$ cat src/rtl/rs_status_array.sv
// rs_status_array: per-entry valid/scheduled/replay/operand-ready store for an 8-entry reservation station.
module rs_status_array #(
  parameter int NUM_ENTRY    = 8,
  parameter int NUM_SRC      = 2,
  parameter int PTAG_W       = 7,
  parameter int REPLAY_DELAY = 3
) (
  input  logic                 clock,
  input  logic                 reset,
  output logic [NUM_ENTRY-1:0] io_validVec,
  input  logic                 io_update_valid,
  input  logic [NUM_ENTRY-1:0] io_update_addr,
  input  logic [PTAG_W-1:0]    io_update_psrc_0,
  input  logic [PTAG_W-1:0]    io_update_psrc_1,
  input  logic [NUM_SRC-1:0]   io_update_srcState,
  input  logic                 io_wakeup_0_valid,
  input  logic [PTAG_W-1:0]    io_wakeup_0_bits,
  input  logic                 io_wakeup_1_valid,
  input  logic [PTAG_W-1:0]    io_wakeup_1_bits,
  output logic [NUM_ENTRY-1:0] io_request,
  input  logic                 io_grant_valid,
  input  logic [NUM_ENTRY-1:0] io_grant_bits,
  input  logic                 io_deqResp_valid,
  input  logic [NUM_ENTRY-1:0] io_deqResp_mask,
  input  logic                 io_deqResp_success
);
  logic [NUM_ENTRY-1:0] valid, sched, deq_hit, free, enq_ok, gnt;
  logic [1:0]           credit [NUM_ENTRY];
  logic [NUM_SRC-1:0]   rdy    [NUM_ENTRY];
  logic [NUM_SRC-1:0]   woke   [NUM_ENTRY];
  logic [PTAG_W-1:0]    psrc   [NUM_ENTRY][NUM_SRC];
  logic [PTAG_W-1:0]    upd_psrc [NUM_SRC];
  logic [NUM_SRC-1:0]   byp;
  // Loaded one below the delay so the entry requests exactly REPLAY_DELAY cycles after the failed response is presented.
  localparam logic [1:0] CREDIT_LOAD = 2'(REPLAY_DELAY - 1);
  function automatic logic wake(input logic [PTAG_W-1:0] t);
    return (io_wakeup_0_valid && io_wakeup_0_bits == t) || (io_wakeup_1_valid && io_wakeup_1_bits == t);
  endfunction
  assign upd_psrc[0] = io_update_psrc_0;
  assign upd_psrc[1] = io_update_psrc_1;
  assign io_validVec = valid;
  always_comb begin
    io_request = '0;
    deq_hit = '0;
    free = '0;
    enq_ok = '0;
    gnt = '0;
    byp = '0;
    for (int s = 0; s < NUM_SRC; s++) byp[s] = wake(upd_psrc[s]);
    for (int i = 0; i < NUM_ENTRY; i++) begin
      woke[i] = '0;
      for (int s = 0; s < NUM_SRC; s++) woke[i][s] = wake(psrc[i][s]);
      io_request[i] = valid[i] & ~sched[i] & (credit[i] == 2'd0) & (&rdy[i]);
      deq_hit[i] = io_deqResp_valid & io_deqResp_mask[i] & valid[i];
      free[i] = deq_hit[i] & io_deqResp_success;
      enq_ok[i] = io_update_valid & io_update_addr[i] & (~valid[i] | free[i]);
      gnt[i] = io_grant_valid & io_grant_bits[i] & io_request[i];
    end
  end
  always_ff @(posedge clock) begin
    if (reset) begin
      valid <= '0;
      sched <= '0;
      for (int i = 0; i < NUM_ENTRY; i++) begin
        credit[i] <= '0;
        rdy[i] <= '0;
        for (int s = 0; s < NUM_SRC; s++) psrc[i][s] <= '0;
      end
    end else begin
      assert (!io_update_valid || $onehot(io_update_addr));
      assert (!io_grant_valid || $onehot(io_grant_bits));
      assert (!io_deqResp_valid || $onehot(io_deqResp_mask));
      assert (!io_update_valid || !(|(io_update_addr & valid & ~free)));
      for (int i = 0; i < NUM_ENTRY; i++) begin
        if (enq_ok[i]) begin
          valid[i] <= 1'b1;
          sched[i] <= 1'b0;
          credit[i] <= '0;
          rdy[i] <= io_update_srcState | byp;
          for (int s = 0; s < NUM_SRC; s++) psrc[i][s] <= upd_psrc[s];
        end else if (deq_hit[i]) begin
          valid[i] <= ~io_deqResp_success;
          sched[i] <= 1'b0;
          credit[i] <= io_deqResp_success ? 2'd0 : CREDIT_LOAD;
          rdy[i] <= rdy[i] | woke[i];
        end else if (valid[i]) begin
          sched[i] <= sched[i] | gnt[i];
          credit[i] <= credit[i] - 2'(credit[i] != 2'd0);
          rdy[i] <= rdy[i] | woke[i];
        end
      end
    end
  end
endmodule

$ cat config.mk
export PLATFORM = sky130hd
export DESIGN_NAME = rs_status_array
export DESIGN_NICKNAME = d
export VERILOG_FILES = /design/src/rtl/rs_status_array.sv
export SDC_FILE = /design/constraint.sdc
export NUM_CORES = 1
export LEC_CHECK = 0
export ABC_AREA = 1
export CORE_UTILIZATION = 60
export CTS_CLUSTER_DIAMETER = 30
export CTS_CLUSTER_SIZE = 30
export DETAILED_ROUTE_END_ITERATION = 6
export PLACE_DENSITY_LB_ADDON = 0.3
export SYNTH_ARGS = -nofsm -noshare
export SYNTH_HDL_FRONTEND = slang
export SYNTH_SLANG_ARGS = --single-unit
$ cat constraint.sdc
create_clock -name clock -period 2.3 [get_ports clock]
set_clock_uncertainty 0.1 [all_clocks]
set_input_delay 0.23 -clock clock [delete_from_list [all_inputs] [get_ports clock]]
set_output_delay 0.23 -clock clock [all_outputs]
set_load 0.01 [all_outputs]
# Yosys cells after proc, flatten, opt, wreduce, memory -nomap -nowiden
# Memory sizes are Yosys's and may differ from the RTL's.
# Index checks and enable logic that the tools add are counted.
[totals]
inputBits = 62
memories = 3
regBits = 16
ram_bits = 144
wordCells = 522
[op_classes]
n_addsub = 8
n_mux = 179
eq_ne = 36
bitwise = 186
n_reduce_logical = 94
[memory_table]
columns = ["memory", "depth", "word_bits", "read_ports", "rd_clocked_by_memory_dff", "wr", "line", "rtl"]
rows = [
  ["psrc", 8, 14, 8, 0, 8, "31", "logic [PTAG_W-1:0] psrc [NUM_ENTRY][NUM_SRC];"],
  ["credit", 8, 2, 8, 0, 8, "28", "logic [1:0] credit [NUM_ENTRY];"],
  ["rdy", 8, 2, 8, 0, 8, "29", "logic [NUM_SRC-1:0] rdy [NUM_ENTRY];"],
]
[ops]
columns = ["cell", "count"]
rows = [
  ["$eq 7x7->1", 36],
  ["$mux 1", 114],
  ["$mux 7", 16],
  ["$mux 2", 49],
  ["$and 1x1->1", 80],
  ["$or 1x1->1", 80],
  ["$logic_and 1x1->1", 36],
  ["$reduce_bool 2->1", 16],
  ["$reduce_or 3->1", 8],
  ["$logic_or 1x1->1", 18],
  ["$or 2x2->2", 9],
  ["$not 1->1", 17],
  ["$logic_not 2->1", 8],
  ["$reduce_and 2->1", 8],
  ["$sub 2x1->2", 8],
]

# Depth between registers and ports, before layout
[logic_depth]
word_depth = 11
depth_mapped = 12

# Worst setup path before layout
# No wires, ideal clock.
[synth_path]
kind = "reg2reg"
start = "register valid[5] (netlist: io_validVec[5])"
end = "memory rdy[5][0] (netlist: rdy[1][2]), data pin"
path_stages_with_launch = 9
t_required_ps = 1948
period_less_slack_ps = 1796
t_arrival_ps = 1444
path_buffers = 0
setup_ps = 252
setup_slack_ps = 504
cell_sequence = "dfxtp_1 > nand3_2 > o21ai_2 > nand2_1 > nand2_1 > or2_1 > nand2_1 > nand2_1 > nand2_1"
[synth_lines]
columns = ["element", "line", "rtl"]
rows = [
  ["from (decl)", "27", "logic [NUM_ENTRY-1:0] valid, sched, deq_hit, free, enq_ok, gnt;"],
  ["from (signal, indexed assignment)", "82", "valid[i] <= ~io_deqResp_success;"],
  ["to (decl)", "29", ""],
]

==> qor.txt <==
========================================================================================
Nets ......................................................................         1662
Die width .................................................................     134.3 um
CTS sink count ............................................................          160
Total of warnings raised by yosys .........................................            0
Worst Tran Pin Value ......................................................    0.5815 ns
Endpoint required time on the critical path ...............................      1.97 ns
Vertical die dimension ....................................................     134.3 um
Number of primary I/O pins ................................................           78
Status .................................................................... finished, violations left
CTS clock-pin slew for the worst setup and hold paths .....................      0.07 ns
Number of register bits inferred by synthesis .............................          160
Largest area contributor in the synthesized netlist ....................... sky130_fd_sc_hd__edfxtp_1
DRC violation count after routing .........................................            4
CTS buffer count ..........................................................           17
Most frequently used flop master after synthesis .......................... sky130_fd_sc_hd__edfxtp_1
Power per standard cell area .............................................. 644.1 mW/mm^2
Commonest non-fill, non-tap cell in the layout ............................ sky130_fd_sc_hd__nand2_1
Count of fill cells added during filler insertion .........................         1379
Worst Setup Slack, final ..................................................   0.08078 ns
Nature of the critical path endpoint ......................................  output port
Routed wire per std cell ..................................................     20.09 um
Startpoint-to-endpoint class of the critical path ......................... register to output port
LEAKAGE ...................................................................     5.660 nW
Number of antenna violations at the first check in global routing .........            0
Count of hold-fix buffers inserted at cts .................................            0
Max-cap check violation count .............................................            0
Max Slew Vio Count ........................................................            0
Number of buffers between clock root and the deepest sink .................            2
Synth cell types ..........................................................           42
Number of routed nets with antenna violations .............................            0
Worst slack, placed .......................................................  -0.03419 ns
Core box area ............................................................. 0.01718 mm^2
Min cycle time layout .....................................................     2.219 ns
Violated checks ........................................................... design-rule violations
Setup crit start kind .....................................................     register
CP Data Arrival Time ......................................................      1.89 ns
Final cell area excluding filler cells .................................... 0.01270 mm^2
Effective utilization at floorplan ........................................       61.18%
Post-Route Hold Slack .....................................................    0.2706 ns
Commonest non-fill, non-tap cells in the layout ........................... 504 x sky130_fd_sc_hd__nand2_1, 227 x sky130_fd_sc_hd__nor2_1, 165 x sky130_fd_sc_hd__inv_1, 144 x sky130_fd_sc_hd__edfxtp_1, 97 x sky130_fd_sc_hd__buf_4
Area fraction of the dominant cell type after synthesis ...................       41.15%
Global route overflow .....................................................            0
Setup Buffers After CTS ...................................................            0
Final setup fails .........................................................            0
Later-pin clock latency in the skew report ................................      0.43 ns
Maximum ir drop on the vdd rail ...........................................     523.8 uV
Min-Delay Path Class ...................................................... input pin to register
Inserted Diodes ...........................................................            0
Number of core rows .......................................................           48
Layout cells sized above 1 ................................................       11.47%
Clock tree from TritonCTS .................................................         done
Overall Power .............................................................     8.178 mW
Nets in the synthesized netlist ...........................................         1521
Worst max-slew margin expressed relative to the limit .....................       61.12%
First DRT Iteration DRCs ..................................................         1287
Mapped Avg Cell Area ......................................................   7.203 um^2
Post-synth EDFFs ..........................................................          144
Routability congestion estimate ...........................................        1.026
Area added between synthesis and finish ...................................       20.82%
Most area-consuming cells after synthesis ................................. sky130_fd_sc_hd__edfxtp_1 41%, sky130_fd_sc_hd__nand2_1 18%, sky130_fd_sc_hd__nor2_1 8.1%, sky130_fd_sc_hd__inv_1 5.9%, sky130_fd_sc_hd__nand3_1 3.6%
Final number of hold-violating endpoints ..................................            0
Fraction of synthesis flops using an asynchronous set or reset pin ........           0%
Buffer cell driving the clock tree root ................................... sky130_fd_sc_hd__clkbuf_16
Setup repair after global routing missed its margin .......................           no
Mapped Cells ..............................................................         1459
Via count of the first global-routing pass ................................         9949
Cell area after synthesis ................................................. 0.01051 mm^2
Number of buffers added on ports ..........................................           77
H-Tree Depth ..............................................................            4
Detailed-router iteration count before antenna repair .....................            7
Largest net degree at the start of global routing .........................           22
Largest fanout on the critical path .......................................            2
Placed standard-cell area ................................................. 0.01209 mm^2
Portion of the clock cycle consumed by the worst path in the final layout .       96.49%
Vias per Instance .........................................................        5.885
Via count .................................................................       10.82k
GRT Overall Usage .........................................................       41.91%
DP HPWL ...................................................................     27830 um
Final Routed Wirelength ...................................................     36920 um
Floorplan die area ........................................................ 0.01805 mm^2
First-pass GRT wire length ................................................     55460 um
Part of the Yosys area used for sequential elements .......................       44.20%
Maximum clock rate ........................................................   0.4506 GHz
========================================================================================
[registers in the layout, summed over array words and instances, names as in the netlist]
| name | flops |
|---|---|
| rdy | 16 |
| credit | 16 |
| psrc | 112 |
| sched | 8 |
| io_validVec | 8 |
[area by class of cell]
type | instances | area (um^2) | share of cell area (%)
Timing Repair Buffer | 183 | 1679 | 13.22
Inverter | 176 | 665.6 | 5.242
Clock inverter | 13 | 148.9 | 1.173
Clock buffer | 19 | 452.9 | 3.567
Sequential cell | 160 | 4646 | 36.59
Tap cell | 225 | 281.5 | 2.217
Multi-Input combinational cell | 1062 | 4823 | 37.99
[where the power goes]
part / switching, mW / internal, mW
registers: 0.212 / 3.44
logic: 0.993 / 0.607
clock network: 1.24 / 1.68
[cell families (layout without fill, tap and decap cells)]
group / count (synthesis) / after routing / share of synthesized area, %
DFF: 160 / 160 / 44.20
buffers and inverters: 237 / 391 / 9.906
xor gates and xnor gates: 28 / 28 / 2.334
and+or+nand+nor: 897 / 897 / 35.30
AOI/OAI and AO/OA: 137 / 137 / 8.263
[worst paths after layout]
kind,end,start,depth (start not counted),slack (ns)
worst max-delay path,io_request[7],credit[1][7],4,0.08
worst min-delay path,sched[5],io_grant_bits[5],3,0.27
worst max register to register,psrc[0][44],io_validVec[3],5,0.44
worst min register to register,sched[5],sched[5],2,0.36
[stage by stage]
stage	TNS, ns	instances	util (%)
6_report	0	1838	73.92
3_3_place_gp	0	1806	70.41
2_1_floorplan	0	1459	-
4_1_cts	0	1838	73.91
3_5_place_dp	-0.2947	1806	70.41
5_1_grt	0	1838	73.92
[synth_stat cells (3+ instances only)]
cell type                     n
sky130_fd_sc_hd__nand2_1    504
sky130_fd_sc_hd__nor2_1     227
sky130_fd_sc_hd__inv_1      165
sky130_fd_sc_hd__edfxtp_1   144
sky130_fd_sc_hd__nand3_1     76
sky130_fd_sc_hd__nand4_1     48
sky130_fd_sc_hd__o21ai_0     38
sky130_fd_sc_hd__a21oi_1     36
sky130_fd_sc_hd__buf_2       36
sky130_fd_sc_hd__o211ai_1    20
sky130_fd_sc_hd__xnor2_1     20
sky130_fd_sc_hd__buf_4       17
sky130_fd_sc_hd__nor3_1      17
sky130_fd_sc_hd__dfxtp_1     16
sky130_fd_sc_hd__a21oi_2     10
sky130_fd_sc_hd__o22ai_1     10
sky130_fd_sc_hd__inv_2        9
sky130_fd_sc_hd__xor2_1       8
sky130_fd_sc_hd__or2_2        6
sky130_fd_sc_hd__a211oi_1     5
sky130_fd_sc_hd__buf_6        5
sky130_fd_sc_hd__nand2_2      4
sky130_fd_sc_hd__nand2_4      4
sky130_fd_sc_hd__nor2_2       4
sky130_fd_sc_hd__o21ai_1      4
sky130_fd_sc_hd__o21ai_2      4
sky130_fd_sc_hd__o2111ai_1    3
[layer usage]
| layer | GRT usage (%) | wire, um |
|---|---|---|
| met5 | 0 | 0 |
| met4 | 22.91 | 1917 |
| met3 | 9.713 | 4834 |
| met2 | 64.39 | 15920 |
| met1 | 54.89 | 14250 |
[worst max-delay path, stage by stage, from the launching register on]
cell and delay, ns:
sky130_fd_sc_hd__edfxtp_1 0.42, sky130_fd_sc_hd__nor2_1 0.13, sky130_fd_sc_hd__nand3_1 0.10, sky130_fd_sc_hd__nor3_1 0.21, sky130_fd_sc_hd__clkdlybuf4s50_1 0.59
[timing repair]
action	CTS	global route
endpoints found under the hold margin	0	0
gates resized for setup	0	1
endpoints found under the setup margin	0	1
Note: power is estimated with default switching activity, not from simulation.
